===== config.mk =====
export PLATFORM = sky130hd
export DESIGN_NAME = mc_ctrl_flat
export DESIGN_NICKNAME = d
export VERILOG_FILES = /design/src/rtl/mc_ctrl_if.sv /design/src/rtl/mc_ctrl.sv /design/src/flat_wrapper.sv
export SDC_FILE = /design/constraint.sdc
export NUM_CORES = 1
export LEC_CHECK = 0
export CORE_MARGIN = 2
export CORE_UTILIZATION = 42
export DETAILED_ROUTE_END_ITERATION = 7
export PLACE_DENSITY = 0.72
export RECOVER_POWER = 25
export SYNTH_ARGS = -nofsm -noshare
export SYNTH_HDL_FRONTEND = slang
export SYNTH_SLANG_ARGS = --single-unit

===== constraint.sdc =====
create_clock -name clk -period 2.3 [get_ports clk]
set_input_delay 0.23 -clock clk [delete_from_list [all_inputs] [get_ports clk]]
set_output_delay 0.23 -clock clk [all_outputs]
set_load 0.1 [all_outputs]

===== src/rtl/mc_ctrl_if.sv =====
// Control bus between the multi-cycle controller and the datapath.
// The datapath returns the decoded op/func fields. The controller drives mux selects and write strobes.
interface mc_ctrl_if;
   logic [5:0] op;
   logic [5:0] func;
   logic       irwrite;
   logic       pcwrite;
   logic       regwrite;
   logic       memwrite;
   logic [1:0] wactr;
   logic [1:0] wdctr;
   logic       extctr;
   logic       bctr;
   logic [2:0] aluctr;
   logic [1:0] brctr;

   modport master (
      input  op, func,
      output irwrite, pcwrite, regwrite, memwrite,
             wactr, wdctr, extctr, bctr, aluctr, brctr
   );

   modport slave (
      output op, func,
      input  irwrite, pcwrite, regwrite, memwrite,
             wactr, wdctr, extctr, bctr, aluctr, brctr
   );
endinterface


===== src/rtl/mc_ctrl.sv =====
// Multi-cycle main controller: FETCH/DECODE/EXEC/MEM/WB sequencing with
// op-decoded mux selects and state-qualified write strobes.
module mc_ctrl (
   input  logic             clk,
   input  logic             rst,
   mc_ctrl_if.master        bus,
   output logic [2:0]       state,
   output logic [31:0]      retired
);

   typedef enum logic [2:0] {
      S_FETCH  = 3'd0,
      S_DECODE = 3'd1,
      S_EXEC   = 3'd2,
      S_MEM    = 3'd3,
      S_WB     = 3'd4
   } state_t;

   state_t cur, nxt;

   logic is_addu, is_subu, is_jr, is_ori, is_lui, is_lw, is_sw, is_beq, is_j, is_jal, is_nop;
   logic irwrite, pcwrite, regwrite, memwrite;

   assign is_addu = (bus.op == 6'b000000) && (bus.func == 6'b100001);
   assign is_subu = (bus.op == 6'b000000) && (bus.func == 6'b100011);
   assign is_jr   = (bus.op == 6'b000000) && (bus.func == 6'b001000);
   assign is_ori  = (bus.op == 6'b001101);
   assign is_lui  = (bus.op == 6'b001111);
   assign is_lw   = (bus.op == 6'b100011);
   assign is_sw   = (bus.op == 6'b101011);
   assign is_beq  = (bus.op == 6'b000100);
   assign is_j    = (bus.op == 6'b000010);
   assign is_jal  = (bus.op == 6'b000011);
   assign is_nop  = !(is_addu | is_subu | is_jr | is_ori | is_lui | is_lw |
                      is_sw | is_beq | is_j | is_jal);

   // Mux selects depend only on the decode and are held for the whole instruction.
   always_comb begin
      bus.wactr  = 2'b00;
      bus.wdctr  = 2'b00;
      bus.extctr = 1'b0;
      bus.bctr   = 1'b0;
      bus.aluctr = 3'b000;
      bus.brctr  = 2'b00;
      if (is_addu) begin
         bus.wactr = 2'b01;
      end
      if (is_subu) begin
         bus.wactr  = 2'b01;
         bus.aluctr = 3'b001;
      end
      if (is_ori) begin
         bus.bctr   = 1'b1;
         bus.aluctr = 3'b010;
      end
      if (is_lui) begin
         bus.bctr   = 1'b1;
         bus.aluctr = 3'b011;
      end
      if (is_lw) begin
         bus.wdctr  = 2'b01;
         bus.extctr = 1'b1;
         bus.bctr   = 1'b1;
      end
      if (is_sw) begin
         bus.extctr = 1'b1;
         bus.bctr   = 1'b1;
      end
      if (is_beq) begin
         bus.aluctr = 3'b001;
         bus.brctr  = 2'b01;
      end
      if (is_j) begin
         bus.brctr = 2'b10;
      end
      if (is_jal) begin
         bus.wactr = 2'b10;
         bus.wdctr = 2'b10;
         bus.brctr = 2'b10;
      end
      if (is_jr) begin
         bus.brctr = 2'b11;
      end
   end

   // Next-state and strobe decode; reset masks every strobe so an aborted
   // instruction commits nothing. irwrite depends on the state only.
   always_comb begin
      nxt      = S_FETCH;
      irwrite  = 1'b0;
      pcwrite  = 1'b0;
      regwrite = 1'b0;
      memwrite = 1'b0;
      case (cur)
         S_FETCH: begin
            irwrite = 1'b1;
            nxt     = S_DECODE;
         end
         S_DECODE: begin
            if (is_j | is_jr | is_nop) begin
               pcwrite = 1'b1;
            end else if (is_jal) begin
               pcwrite  = 1'b1;
               regwrite = 1'b1;
            end else begin
               nxt = S_EXEC;
            end
         end
         S_EXEC: begin
            if (is_addu | is_subu | is_ori | is_lui) begin
               nxt = S_WB;
            end else if (is_lw | is_sw) begin
               nxt = S_MEM;
            end else if (is_beq) begin
               pcwrite = 1'b1;
            end
         end
         S_MEM: begin
            if (is_sw) begin
               memwrite = 1'b1;
               pcwrite  = 1'b1;
            end else if (is_lw) begin
               nxt = S_WB;
            end
         end
         S_WB: begin
            regwrite = 1'b1;
            pcwrite  = 1'b1;
         end
         default: nxt = S_FETCH;
      endcase
      if (rst) begin
         irwrite  = 1'b0;
         pcwrite  = 1'b0;
         regwrite = 1'b0;
         memwrite = 1'b0;
      end
   end

   // State register and retired-instruction counter, bumped on each PC commit.
   always_ff @(posedge clk) begin
      if (rst) begin
         cur     <= S_FETCH;
         retired <= '0;
      end else begin
         cur <= nxt;
         if (pcwrite) begin
            retired <= retired + 32'd1;
         end
      end
   end

   assign state        = cur;
   assign bus.irwrite  = irwrite;
   assign bus.pcwrite  = pcwrite;
   assign bus.regwrite = regwrite;
   assign bus.memwrite = memwrite;

endmodule


===== src/flat_wrapper.sv =====
// flat-port wrapper written by rule: the top's interface ports become plain ports
module mc_ctrl_flat 
  (clk, rst, state, retired, bus_op, bus_func, bus_irwrite, bus_pcwrite, bus_regwrite, bus_memwrite, bus_wactr, bus_wdctr, bus_extctr, bus_bctr, bus_aluctr, bus_brctr);
  mc_ctrl_if bus_i ();
  input  logic clk;
  input  logic rst;
  output logic [2:0] state;
  output logic [31:0] retired;
  input wire logic [$bits(bus_i.op)-1:0] bus_op;
  input wire logic [$bits(bus_i.func)-1:0] bus_func;
  output wire logic [$bits(bus_i.irwrite)-1:0] bus_irwrite;
  output wire logic [$bits(bus_i.pcwrite)-1:0] bus_pcwrite;
  output wire logic [$bits(bus_i.regwrite)-1:0] bus_regwrite;
  output wire logic [$bits(bus_i.memwrite)-1:0] bus_memwrite;
  output wire logic [$bits(bus_i.wactr)-1:0] bus_wactr;
  output wire logic [$bits(bus_i.wdctr)-1:0] bus_wdctr;
  output wire logic [$bits(bus_i.extctr)-1:0] bus_extctr;
  output wire logic [$bits(bus_i.bctr)-1:0] bus_bctr;
  output wire logic [$bits(bus_i.aluctr)-1:0] bus_aluctr;
  output wire logic [$bits(bus_i.brctr)-1:0] bus_brctr;
  assign bus_i.op = bus_op;
  assign bus_i.func = bus_func;
  assign bus_irwrite = bus_i.irwrite;
  assign bus_pcwrite = bus_i.pcwrite;
  assign bus_regwrite = bus_i.regwrite;
  assign bus_memwrite = bus_i.memwrite;
  assign bus_wactr = bus_i.wactr;
  assign bus_wdctr = bus_i.wdctr;
  assign bus_extctr = bus_i.extctr;
  assign bus_bctr = bus_i.bctr;
  assign bus_aluctr = bus_i.aluctr;
  assign bus_brctr = bus_i.brctr;
  mc_ctrl u_core (.clk(clk), .rst(rst), .bus(bus_i), .state(state), .retired(retired));
endmodule

==> impl_metrics.py, run 1 <==
metrics = {
    "logic_synthesis": {
        "synth_nets": 256,
        "synth_cells": 241,
        "seq_area_frac_synth_pct": 34.3,
        "yosysUniqueCellTypes": 41,
        "synth_top_area_share_pct": 34.3,
        "synth_ff_type": "dfxtp_1",
        "synth.ff_latch_count": 35,
        "synth_largest_area_cell": "dfxtp_1",
        "syn_avg_cell_area_um2": 8.47,
        "synth-async-reset-ratio_pct": 0,
        "ys_warn_count": 0,
        "synth_edf_count": 0,
        "synth_area_leaders": "dfxtp_1 34%, xnor2_1 12%, nor2_1 7.0%, a211oi_1 4.4%, nand2_1 4.4%",
        "netlist_area_um2": 2040,
    },
    "power_and_ir_drop": {
        "ir_drop_mv": 0.241,
        "power_density_nw_per_um2": 387,
        "power.total_mw": 1.28,
        "cellLeakagePower_nw": 1.22,
        "clkPwrFrac_pct": 34.3,
        "switching_share_pct": 29.3,
        "intPower_mw": 0.907,
        "p_seq_share_pct": 47.4,
        "comb_power_share_pct": 18.3,
        "p_sw_mw": 0.376,
    },
    "sta": {
        "rsz0062_at_grt": "yes",
        "period_needed_ns": 2.27,
        "max_freq_ghz": 0.440,
        "worst_slew_pin_slew_ns": 1.20,
        "slew_headroom_pct": 20.4,
        "final-hold-violation-count": 0,
        "tns_ns": 0,
        "finClkSkew_ns": 0.00529,
        "period_share_pct": 98.8,
        "slew_viol_final": 0,
        "setup_viol": 0,
    },
    "layout": {
        "fillCellCount": 373,
        "fin_nets": 351,
        "antenna_cells": 0,
        "synthToLayoutAreaGrowth_pct": 62.2,
        "post-route-util_pct": 70.5,
        "final_layout_size_suffix_gt1_share_pct": 39.8,
    },
    "routing": {
        "vias": 2141,
        "drt-total-wl_mm": 5.74,
        "drtIter0Drc": 101,
        "dr.pass1.iters": 4,
        "ant_nets": 0,
        "drc": 0,
        "routed_via_density": 5.48,
        "wire_per_inst_um": 14.7,
    },
    "placement": {
        "io_buffers": 62,
        "routabilityCongestion": 0.781,
        "dpl.hpwl_mm": 4.15,
    },
    "worst_setup_path": {
        "path_cells": "or4b_4 > a21oi_4 > a31oi_4 > buf_6 > buf_4 > buf_4 > a2111oi_4 > xnor2_1 > nor2_1",
        "r2r-start": "u_core.state[2]",
        "r2r_cells": 9,
        "slowest_delay_ns": 0.55,
        "critPathSlowestCell": "or4b_4",
        "crit_fanout": 7,
        "startpoint_type": "flop",
        "crit_type": "reg2reg",
        "worstPathArrival_ns": 2.45,
        "cp_common_cell": "buf_4",
        "worst_setup_path_end_kind": "flop",
        "r2r_setup_slack_ns": 0.03,
        "rr_endpoint": "u_core.retired[27]",
        "required_ns": 2.48,
    },
    "clock_tree": {
        "ctsRootBufferMaster": "clkbuf_8",
        "numCtsBuffers": 5,
        "hold_buffers": 0,
        "cts.sinks": 35,
        "h-tree-depth": 2,
        "cts_tree": "done",
        "clock_latency_ns": 0.29,
        "cts.path.max_buffers": 2,
        "clk_pin_slew_worst_paths_ns": 0.07,
    },
    "global_routing": {
        "grt_pass1_vias": 2015,
        "grt_max_degree": 24,
        "grt_pass1_wl_mm": 9.18,
        "overflow": 0,
        "grt_usage_pct": 21.5,
        "antenna_found_initial": 0,
    },
    "floorplanning": {
        "die_width_um": 73.7,
        "num_io_pins": 64,
        "rows": 25,
        "core_area_um2": 4690,
        "die_y_um": 73.7,
        "start_util_pct": 43.5,
        "dieArea_um2": 5430,
    },
    "worst_hold_path": {
        "holdCritPathClass": "in2reg",
        "hp-start": "rst",
        "worst_hold_path.endpoint": "u_core.retired[11]",
        "hold_depth": 3,
    },
    "status": {
        "status": "complete, no violations",
    },
    "run": {
        "cap_violations": 0,
    },
}
==> placed cells by master (no fill, tap or decap), types with 5 or more instances in the layout <==
master and instances:
clkdlybuf4s50_1 5, a2111oi_4 6, buf_12 17, dfxtp_4 6, buf_4 49, a211oi_1 11, inv_1 9, a21oi_1 5
nand4_1 7, nor2_1 35, nand2_1 22, clkbuf_8 5, dlymetal6s2s_1 8, dfxtp_1 6, xnor2_1 28, and3_1 5
dfxtp_2 23, clkbuf_1 21, nand3_1 10
==> what timing repair did <==
item,4_1_cts,5_1_grt
gates resized for setup,6,21
pin swaps,1,7
setup buffers,2,1
gates cloned,0,1
endpoints found under the setup margin,6,11
endpoints found under the hold margin,0,0
==> kinds of logic (layout without fill, tap and decap cells) <==
kind of cell | after synthesis | count (layout) | synth area share (%)
buf+inv | 24 | 120 | 5.89
compound gates | 41 | 41 | 19.5
flops | 35 | 35 | 34.3
fa+ha+maj | 1 | 1 | 0.613
xor+xnor | 28 | 28 | 12.0
other cells | 1 | 1 | 0.184
simple gates | 109 | 109 | 26.4
mux | 2 | 2 | 1.10
==> how the worst max path moves through the flow <==
| stage | start | endpoint | slack [ns] | depth (start not counted) |
|---|---|---|---|---|
| 2_1_floorplan | u_core.state[1] | u_core.retired[31] | 0.004 | 7 |
| 3_3_place_gp | bus_op[2] | u_core.retired[7] | -0.32 | 9 |
| 3_5_place_dp | bus_op[3] | u_core.retired[7] | -0.38 | 9 |
| 4_1_cts | bus_op[2] | bus_pcwrite | -0.007 | 9 |
| 5_1_grt | u_core.state[2] | u_core.retired[14] | -0.04 | 8 |
| 6_report | u_core.state[2] | u_core.retired[27] | 0.03 | 9 |
==> Yosys cell counts, types with 2 or more instances <==
master and number:
nand3_1 10, a21o_1 2, nand4_1 7, nand3b_1 3, a211oi_1 12, a2111oi_2 3, xnor2_1 28, buf_4 3
and3_1 6, buf_6 2, clkbuf_1 6, nand2_1 24, a21oi_1 6, nor3_1 3, buf_2 2, nor4_1 3
dfxtp_1 35, a2111oi_4 3, nand2b_1 3, and2_1 2, nor2_1 38, a2111oi_0 7, nor2b_1 4, inv_1 10
mux2_2 2, nor4b_1 2
==> routing by layer <==
layer | GRT usage [%] | routed length [um] | vias to the layer above
li1 | - | - | 1042
met1 | 27.7 | 2630 | 1032
met2 | 35.7 | 2760 | 61
met5 | 0 | 0 | -
met3 | 4.53 | 295 | 6
met4 | 6.87 | 53 | 0
==> worst max-delay path: cells and delay by family, from the launching register on <==
family,cells,cell delay (ns)
buf+inv,3,0.44
compound gates,3,0.64
flops,1,0.32
xor+xnor,1,0.16
simple gates,2,0.60
==> registers in the layout, summed over array words and instances (netlist names) <==
signal and count:
u_core.retired 32, u_core.state 3
==> area by class of cell <==
class / count / area [um2] / share of cell area [%]
Multi-Input combinational cell: 182 / 1400 / 42.4
Timing Repair Buffer: 102 / 961 / 29.0
Sequential cell: 35 / 752 / 22.7
Clock buffer: 6 / 72.6 / 2.19
Tap cell: 54 / 67.6 / 2.04
Inverter: 10 / 41.3 / 1.25
Clock inverter: 2 / 11.3 / 0.340
==> power groups by stage <==
stage	combinational, mW	clock [mW]	sequential (mW)
after global placement	0.221	0	0.622
after detailed placement	0.223	0	0.622
after floorplan	0.0992	0	0.654
after CTS	0.227	0.446	0.608
final	0.235	0.440	0.608
after global routing	0.247	0.473	0.609
==> metrics by stage <==
step / hold slack, ns / area, um2 / std cells / worst slack [ns]
2_1_floorplan: 0.470 / 2210 / 241 / 0.00401
3_3_place_gp: 0.489 / 3170 / 379 / -0.324
3_5_place_dp: 0.501 / 3170 / 379 / -0.381
4_1_cts: 0.516 / 3300 / 389 / -0.00699
5_1_grt: 0.452 / 3310 / 391 / -0.0407
6_report: 0.399 / 3310 / 391 / 0.0277
Power figures use the tool's default switching activity.
==> inputs of run 2 (changes only) <==
--- a/config.mk
+++ b/config.mk
@@ -7,6 +7,7 @@
 export LEC_CHECK = 0
 export CORE_MARGIN = 2
 export CORE_UTILIZATION = 42
+export CTS_CLUSTER_DIAMETER = 30
 export DETAILED_ROUTE_END_ITERATION = 7
 export PLACE_DENSITY = 0.72
 export RECOVER_POWER = 25
==> results of run 2 <==
The final DEF is identical to that of run 1; final timing and power are the same.
==> inputs of run 3 (changes only) <==
--- a/config.mk
+++ b/config.mk
@@ -6,10 +6,11 @@
 export NUM_CORES = 1
 export LEC_CHECK = 0
 export CORE_MARGIN = 2
-export CORE_UTILIZATION = 42
+export CORE_UTILIZATION = 43
+export CTS_BUF_LIST = sky130_fd_sc_hd__clkbuf_4
 export CTS_CLUSTER_DIAMETER = 30
 export DETAILED_ROUTE_END_ITERATION = 7
-export PLACE_DENSITY = 0.72
+export PLACE_DENSITY = 0.74
 export RECOVER_POWER = 25
 export SYNTH_ARGS = -nofsm -noshare
 export SYNTH_HDL_FRONTEND = slang
==> run 3 against run 2 <==
Against the previous run: clock-buffer cell count is the same; design area fell by 3.0%; global-route usage shrank 0.23 points; final cell count fell by 1.3%; critical path depth decreased by 2; power decreased by 8.1%; critical path type is now reg2out; critical endpoint is now bus_pcwrite; highest routed layer unchanged.
==> impl_metrics.py, run 3 (synthesis gave the netlist of run 1 again) <==
metrics = {
    "status": {
        "status": "complete, no violations",
    },
    "sta": {
        "rsz0062_at_grt": "yes",
        "worst_slack_ns": 0.0238,
        "max_freq_ghz": 0.439,
        "finClkSkew_ns": 0.0118,
        "period_share_pct": 99.0,
        "final-hold-violation-count": 0,
        "setup_viol": 0,
        "worst_slew_pin_slew_ns": 1.22,
        "period_needed_ns": 2.28,
        "slew_viol_final": 0,
        "slew_headroom_pct": 18.8,
    },
    "placement": {
        "dp.cells": 377,
        "dp_slack_ns": -0.252,
        "place_area_um2": 3150,
        "routabilityCongestion": 0.809,
        "dpl.hpwl_mm": 4.05,
        "io_buffers": 62,
    },
    "routing": {
        "ant_nets": 0,
        "vias": 2096,
        "wire_per_inst_um": 13.6,
        "dr.pass1.iters": 4,
        "routed_via_density": 5.43,
        "drtIter0Drc": 110,
        "drc": 0,
        "drt-total-wl_mm": 5.26,
    },
    "worst_setup_path": {
        "worstPathArrival_ns": 2.05,
        "cp_common_cell": "buf_4",
        "crit_fanout": 6,
        "critPathSlowestCell": "or4b_4",
        "path_delay_family": "simple AND/OR/NAND/NOR gates",
        "worst_setup_path_end_kind": "primary output",
        "crit_type": "reg2out",
        "critPathBufInv": 3,
        "required_ns": 2.07,
        "startpoint_type": "flop",
        "slowest_delay_ns": 0.51,
        "path_cells": "or4b_4 > a21oi_2 > a31oi_4 > buf_4 > buf_4 > nand2_8 > buf_12",
    },
    "layout": {
        "layout_commonest_cell": "buf_4",
        "final_cell_mix": "48 x buf_4, 36 x nor2_1, 28 x xnor2_1, 23 x dfxtp_2, 22 x nand2_1",
        "design_area_um2": 3210,
        "fillCellCount": 404,
        "multi_input_area_um2": 1410,
        "fin_nets": 346,
        "largest_reg_flops": 32,
        "top_register": "u_core.retired",
        "post-route-util_pct": 68.9,
        "instances_no_fill": 386,
        "final_layout_size_suffix_gt1_share_pct": 39.2,
        "antenna_cells": 0,
        "synthToLayoutAreaGrowth_pct": 57.3,
        "regArea_um2": 752,
    },
    "global_routing": {
        "overflow": 0,
        "grt_max_degree": 36,
        "grt_pass1_vias": 1962,
        "grt_usage_pct": 21.2,
        "antenna_found_initial": 0,
        "grt_pass1_wl_mm": 9.03,
    },
    "power_and_ir_drop": {
        "comb_power_share_pct": 19.2,
        "ir_drop_mv": 0.235,
        "intPower_mw": 0.819,
        "clkPwrFrac_pct": 29.2,
        "p_seq_share_pct": 51.6,
        "p_sw_mw": 0.360,
        "switching_share_pct": 30.6,
        "power_density_nw_per_um2": 367,
        "cellLeakagePower_nw": 1.14,
    },
    "clock_tree": {
        "cts.sinks": 35,
        "ctsRootBufferMaster": "clkbuf_4",
        "cts.path.max_buffers": 2,
        "h-tree-depth": 2,
        "cts_tree": "done",
        "clk_pin_slew_worst_paths_ns": 0.11,
        "numCtsBuffers": 5,
        "clock_latency_ns": 0.35,
    },
    "floorplanning": {
        "num_io_pins": 64,
        "dieArea_um2": 5310,
        "rows": 25,
        "start_util_pct": 43.8,
        "die_y_um": 72.9,
        "die_width_um": 72.9,
        "core_area_um2": 4660,
    },
    "run": {
        "cap_violations": 0,
    },
    "worst_hold_path": {
        "holdCritPathClass": "reg2reg",
    },
}
==> run 3: changes by cell type in the layout (fill, tap and decap cells not counted), moves of 2 or more <==
| cell | previous run | this run |
|---|---|---|
| clkbuf_4 | 0 | 6 |
| dlymetal6s2s_1 | 8 | 2 |
| clkbuf_8 | 5 | 0 |
| a2111oi_1 | 4 | 1 |
| clkdlybuf4s50_1 | 5 | 8 |
| dlygate4sd2_1 | 0 | 3 |
| a2111oi_2 | 1 | 3 |
| buf_6 | 2 | 0 |
==> run 3: final timing paths <==
kind	startpoint	endpoint	slack (ns)	cells after the start
max reg2reg	u_core.state[1]	u_core.retired[30]	0.05	9
max	u_core.state[1]	bus_pcwrite	0.02	7
min	u_core.retired[18]	u_core.retired[20]	0.52	2
min reg2reg	u_core.retired[18]	u_core.retired[20]	0.52	2
==> run 3: layer usage <==
metal,routed length (um),GRT usage (%)
met3,287,4.83
met5,0,0
met1,2360,27.6
met4,80,8.23
met2,2540,34.2
==> run 3: through the flow <==
stage / setup TNS, ns / power, mW / hold WS (ns)
6_report: 0 / 1.18 / 0.521
5_1_grt: -0.0918 / 1.22 / 0.550
4_1_cts: 0 / 1.19 / 0.526
3_5_place_dp: -4.19 / 0.842 / 0.505
3_3_place_gp: -3.49 / 0.840 / 0.487
2_1_floorplan: 0 / 0.753 / 0.470
==> run 3: what timing repair did <==
| item | CTS | global route |
|---|---|---|
| pin swaps | 3 | 1 |
| resized for setup | 10 | 10 |
| setup endpoints to repair | 1 | 10 |
| setup buffers | 1 | 0 |
| hold buffers | 0 | 0 |
==> run 3: power by group through the flow <==
stage,logic (mW),registers [mW],clock network [mW]
detailed placement,0.220,0.622,0
global placement,0.218,0.622,0
global route,0.239,0.609,0.375
finish,0.226,0.608,0.345
floorplan,0.0992,0.654,0
CTS,0.223,0.608,0.356
==> run 3: area by class of cell <==
cell class	count	share of cell area, %
tap	54	2.10
clock buffer	6	1.40
multi-input combinational	182	43.8
sequential	35	23.4
inverter	10	1.29
timing repair buffer	97	27.6
clock inverter	2	0.351
==> run 3: tightest hold or removal path, stage by stage (launching register included) <==
cell     delay (ns)
dfxtp_2        0.36
nand4_1        0.07
a21oi_1        0.06
